File: src/rtl/i2c_scl_master_gen.sv
// i2c_scl_master_gen: open-drain I2C SCL generator with stretching, timeout and multi-master sync
module i2c_scl_master_gen #(
  parameter int DIV_W       = 16,
  parameter int STO_W       = 20,
  parameter int SYNC_STAGES = 2
) (
  input  logic             clk,
  input  logic             rst,
  input  logic             en_i,
  input  logic [DIV_W-1:0] div_lo_i,
  input  logic [DIV_W-1:0] div_hi_i,
  input  logic [STO_W-1:0] stretch_to_i,
  input  logic             scl_in_i,
  output logic             scl_oe_o,
  output logic             busy_o,
  output logic             stretching_o,
  output logic             tick_fall_o,
  output logic             tick_lo_mid_o,
  output logic             tick_rise_o,
  output logic             tick_hi_mid_o,
  output logic             timeout_o
);
  typedef enum logic [1:0] {IDLE, LOW, RELEASE, HIGH} state_t;
  state_t state_q, state_d;
  logic [SYNC_STAGES-1:0] sync_q;
  logic [DIV_W-1:0] cnt_q, cnt_d, lo_q, lo_d, hi_q, hi_d;
  logic [STO_W-1:0] scnt_q, scnt_d;
  logic armed_q, armed_d, fall, rise, to_d;
  logic scl_oe_q, busy_q, stretching_q, tick_fall_q, tick_lo_mid_q, tick_rise_q, tick_hi_mid_q, timeout_q;
  wire scl_sync = sync_q[SYNC_STAGES-1];
  function automatic logic [DIV_W-1:0] clamp4(input logic [DIV_W-1:0] v);
    return v < DIV_W'(4) ? DIV_W'(4) : v;
  endfunction
  // pad synchroniser, idles high like the pulled-up bus
  always_ff @(posedge clk)
    if (rst) sync_q <= '1;
    else sync_q <= {sync_q[SYNC_STAGES-2:0], scl_in_i};
  // FSM state, counters, phase-length shadows
  always_ff @(posedge clk)
    if (rst) begin
      state_q <= IDLE;
      cnt_q <= '0;
      scnt_q <= '0;
      lo_q <= '0;
      hi_q <= '0;
      armed_q <= 1'b1;
    end else begin
      state_q <= state_d;
      cnt_q <= cnt_d;
      scnt_q <= scnt_d;
      lo_q <= lo_d;
      hi_q <= hi_d;
      armed_q <= armed_d;
    end
  // next-state logic; a local SCL low seen during HIGH means another master pulled the clock
  always_comb begin
    state_d = state_q;
    armed_d = armed_q;
    fall = 1'b0;
    rise = 1'b0;
    to_d = 1'b0;
    case (state_q)
      IDLE: begin
        if (!en_i) armed_d = 1'b1;
        else if (armed_q) begin
          state_d = LOW;
          fall = 1'b1;
        end
      end
      LOW: state_d = cnt_q == lo_q - DIV_W'(1) ? RELEASE : LOW;
      RELEASE: begin
        if (scl_sync) begin
          state_d = HIGH;
          rise = 1'b1;
        end else if (stretch_to_i != '0 && scnt_q == stretch_to_i - STO_W'(1)) begin
          state_d = IDLE;
          to_d = 1'b1;
          armed_d = 1'b0;
        end
      end
      HIGH: begin
        if (cnt_q == hi_q - DIV_W'(1)) begin
          state_d = en_i ? LOW : IDLE;
          fall = en_i;
        end else if (cnt_q != '0 && !scl_sync) begin
          state_d = LOW;
          fall = 1'b1;
        end
      end
      default: state_d = IDLE;
    endcase
    cnt_d = state_d != state_q || state_d == IDLE ? '0 : cnt_q + DIV_W'(1);
    scnt_d = state_q == RELEASE && state_d == RELEASE ? scnt_q + STO_W'(~&scnt_q) : '0;
    lo_d = fall ? clamp4(div_lo_i) : lo_q;
    hi_d = fall ? clamp4(div_hi_i) : hi_q;
  end
  // registered outputs derived from the upcoming state so they align with it
  always_ff @(posedge clk)
    if (rst) begin
      scl_oe_q <= 1'b0;
      busy_q <= 1'b0;
      stretching_q <= 1'b0;
      tick_fall_q <= 1'b0;
      tick_lo_mid_q <= 1'b0;
      tick_rise_q <= 1'b0;
      tick_hi_mid_q <= 1'b0;
      timeout_q <= 1'b0;
    end else begin
      scl_oe_q <= state_d == LOW;
      busy_q <= state_d != IDLE;
      stretching_q <= state_d == RELEASE && scnt_d >= STO_W'(SYNC_STAGES + 1);
      tick_fall_q <= fall;
      tick_lo_mid_q <= state_d == LOW && cnt_d == (lo_d >> 1);
      tick_rise_q <= rise;
      tick_hi_mid_q <= state_d == HIGH && cnt_d == (hi_d >> 1);
      timeout_q <= to_d;
    end
  assign scl_oe_o = scl_oe_q;
  assign busy_o = busy_q;
  assign stretching_o = stretching_q;
  assign tick_fall_o = tick_fall_q;
  assign tick_lo_mid_o = tick_lo_mid_q;
  assign tick_rise_o = tick_rise_q;
  assign tick_hi_mid_o = tick_hi_mid_q;
  assign timeout_o = timeout_q;
endmodule

File: config.mk
export PLATFORM = sky130hd
export DESIGN_NAME = i2c_scl_master_gen
export DESIGN_NICKNAME = d
export VERILOG_FILES = /design/src/rtl/i2c_scl_master_gen.sv
export SDC_FILE = /design/constraint.sdc
export NUM_CORES = 1
export LEC_CHECK = 0
export CORE_ASPECT_RATIO = 1.5
export CORE_MARGIN = 2
export CORE_UTILIZATION = 40
export DETAILED_ROUTE_END_ITERATION = 16
export PLACE_DENSITY = 0.62
export SLEW_MARGIN = 10
export SYNTH_ARGS = -nofsm -noshare
export SYNTH_HDL_FRONTEND = slang
export SYNTH_SLANG_ARGS = --single-unit
File: constraint.sdc
create_clock -name clk -period 4.63 [get_ports clk]
set_input_delay 0.463 -clock clk [delete_from_list [all_inputs] [get_ports clk]]
set_output_delay 0.463 -clock clk [all_outputs]
set_load 0.05 [all_outputs]
==> metrics.csv <==
metric,value,unit
Post-Synth Simple-Gate Area,0.3085,
Synth-to-Final Area Change,21.68,%
Synthesis Warnings,0,
Yosys top cell area share,0.2601,
Chip Height,156.9,um
Max-cap violations,0,
Max Transition Viols Final,0,
count of unique library cells instantiated by Yosys,75,
Nets,937,
layout cells sized above 1,0.09829,
Peak VDD IR,0.2888,mV
clk_lat worst skew,350,ps
crit-path max FO,8,
Detailed Routing Iterations Pass 1,5,
Lkg Pwr,2.878,nW
Worst-path clk slew,70,ps
CORE AREA,0.01514,sq mm
Worst slew margin,0.3514,
CP max-delay cell,or3b_2,
Num Clock Sinks,81,
port bufs,63,
area share of fa/ha/maj cells after synthesis,0.02208,
CP Cell Sequence,inv_1 > ha_1 > or3b_2 > nor2_1 > a41oi_1 > a311o_1 > a2111o_1 > mux2_2 > a41oi_1 > a31o_2 > nand2_1 > buf_4 > nor4_1 > o22ai_1 > a2111oi_2,
worst reg2reg path endpoint,tick_lo_mid_o,
Mapped Area,0.006233,sq mm
Final Hold Fails,0,
reg2reg setup slack,280,ps
ant diodes,0,
met1 usage,0.2475,
hold wc startpoint,sync_q[0],
Synth Area per Inst,7.734,sq um
worst r2r src,hi_q[0],
sequential-to-total area share from yosys stat,0.2601,
CP Launch Type,flop,
Total Routing Usage GR,0.2370,
Hold Path Class,flop to flop,
# setup viols final,0,
Final Cycle Share,0.9406,
global routing usage on met2,0.4562,
CTS Root Cell,clkbuf_16,
final total power,3.922,mW
DR iter-0 viols,410,
Cells on Worst Hold Path,1,
# rows,55,
"Remaining Overflow, GRT",0,
I/O Pins,64,
GR peak layer,met2,
Via Count,6205,
drt wl/cell,18.35,um
largest family of logic cells by synthesized area,simple AND/OR/NAND/NOR gates,
Initial Util,0.4117,
min Tclk post-route,4355,ps
crit path DAT,4590,ps
fraction of registers with async set/reset,0,
run status,completed,
post-route ant nets,0,
pin count of the biggest net entering global routing,23,
Worst path max stage delay,520,ps
hold path endpoint,sync_q[1],
initial antenna violation count,0,
mux cell area share after synthesis,0.06283,
CTS Hold Bufs,0,
Placer Congestion,0.9493,
Post-synth EDFFs,0,
ys flop type,dfxtp_1,
remaining routing DRC violations,0,
total power density per cell area,517.1,mW/mm^2
WL final,19710,um
post-synthesis xor/xnor area fraction,0.1546,
M3 GR Usage,0.02774,
number of vias per cell,5.777,
critical path class,flop to flop,
Slew @ Worst Pin,969.9,ps
fin area,0.007585,sq mm
CTS tree,done,
die area,0.01662,sq mm
FF-to-FF path depth,15,
total CTS buffers,9,
synth top area cells,"dfxtp_1 26%, xnor2_1 9.6%, nor2_1 6.4%",
H-tree Lvls,3,
vias in the first global route,5858,
Cells after Synth,806,
Worst setup EP type,flop,
highest clock rate,229.6,MHz
Synth Area in Compound Gates,0.1415,
Synth Net Count,873,
dpl hpwl,15570,um
DIE WIDTH,105.9,um
first-pass GRT wire length,30560,um
cell accounting for the most synthesized area,dfxtp_1,
Layout Skew,10.52,ps
Post-DP Area,0.007194,sq mm
clock tree buffer depth,2,
worst path required time,4870,ps
Yosys reg bits,81,
cell mode on critical path,a41oi_1,
RSZ-0062 raised after global routing,false,
what timing repair did:
action	CTS	global route
setup buffers	0	3
endpoints found under the hold margin	0	0
gates resized for setup	0	2
endpoints found under the setup margin	0	15
power by group:
part	total, mW	internal [mW]	switching [mW]
sequential	0.941	0.800	0.140
combinational	2.18	1.00	1.18
clock	0.802	0.492	0.310
kinds of logic after synthesis:
family | Yosys count
AOI/OAI and AO/OA | 126
adders and majority gates | 11
xor gates and xnor gates | 110
DFF | 81
and+or+nand+nor | 364
buffers and inverters | 77
muxes | 37
how the worst max path moves through the flow:
stage	start	end	slack, ps
final	hi_q[0]	tick_lo_mid_o	280
after CTS	hi_q[0]	tick_hi_mid_o	10
after global placement	stretch_to_i[7]	tick_lo_mid_o	110
after floorplan	stretch_to_i[2]	tick_lo_mid_o	650
after global routing	hi_q[0]	tick_hi_mid_o	2
after detailed placement	stretch_to_i[0]	tick_lo_mid_o	-10
cell type report:
type                            count  area [sq um]
Clock buffer                       11         242.7
Multi-Input combinational cell    648          4310
Inverter                           26         97.59
Sequential cell                    81          1622
Tap cell                          199         249.0
Clock inverter                      5         87.58
Timing Repair Buffer              104         975.9
Fill cell                        1501          7555
layout by cell type, fill, tap and decap left out, drive strengths merged, types with 11 or more instances in the layout:
master,instances
nand2b,14
clkbuf,11
ha,11
nor2,106
nand2,53
or4,11
nand3,29
o21ai,26
nand4,15
xnor2,68
a31oi,12
nor4,29
nor3,29
nor2b,11
clkdlybuf4s50,63
and3,13
inv,27
mux2i,30
dfxtp,81
or3,12
xor2,42
buf,41
a21oi,24
routing by layer:
layer / vias to the layer above / part of all wire
li1: 3026 / -
met1: 2914 / 0.37
met2: 210 / 0.53
met3: 55 / 0.049
met4: 0 / 0.046
met5: - / 0
registers in the layout, summed over array words and instances (netlist names), 2 cells and up:
name and flops:
scnt_q 20, cnt_q 16, hi_q 16, lo_q 16
state_q 2, sync_q 2
critical path, delay by kind of cell, from the launching register on:
kind                       cells  cell delay [ps]
AOI/OAI and AO/OA              7             1810
adders and majority gates      1              220
buffers and inverters          2              300
DFF                            1              370
muxes                          1              340
and+or+nand+nor                4             1190
metrics by stage:
step                      cells    util  hold WS [ps]  worst slack (ps)  setup TNS (ps)
after floorplan             806       -         389.5             645.4               0
after global placement     1055  0.4752         393.9             108.6               0
after CTS                  1071  0.4970         414.5             14.61               0
after global routing       1074  0.5010         439.4             2.448               0
after detailed placement   1055  0.4752         399.2            -13.56          -13.56
final                      1074  0.5010         411.6             275.1               0
synthesized netlist by cell type (4+ instances only):
library cell and n:
nor2_1 106, dfxtp_1 81, xnor2_1 68, nand2_1 53, xor2_1 42, clkbuf_1 40
mux2i_1 29, nand3_1 29, nor3_1 29, inv_1 26, nor4_1 26, o21ai_0 26
a21oi_1 24, nand4_1 15, nand2b_1 14, and3_1 13, a31oi_1 12, or3_1 12
ha_1 11, nor2b_1 11, or2_2 9, or4_1 9, mux2_2 7, nor3b_1 7
o211ai_1 6, nand3b_1 5, a41oi_1 4, and4_1 4, buf_2 4, nand4b_1 4
nor4b_1 4, o22ai_1 4
No activity file was read; power rests on OpenSTA's default activity.
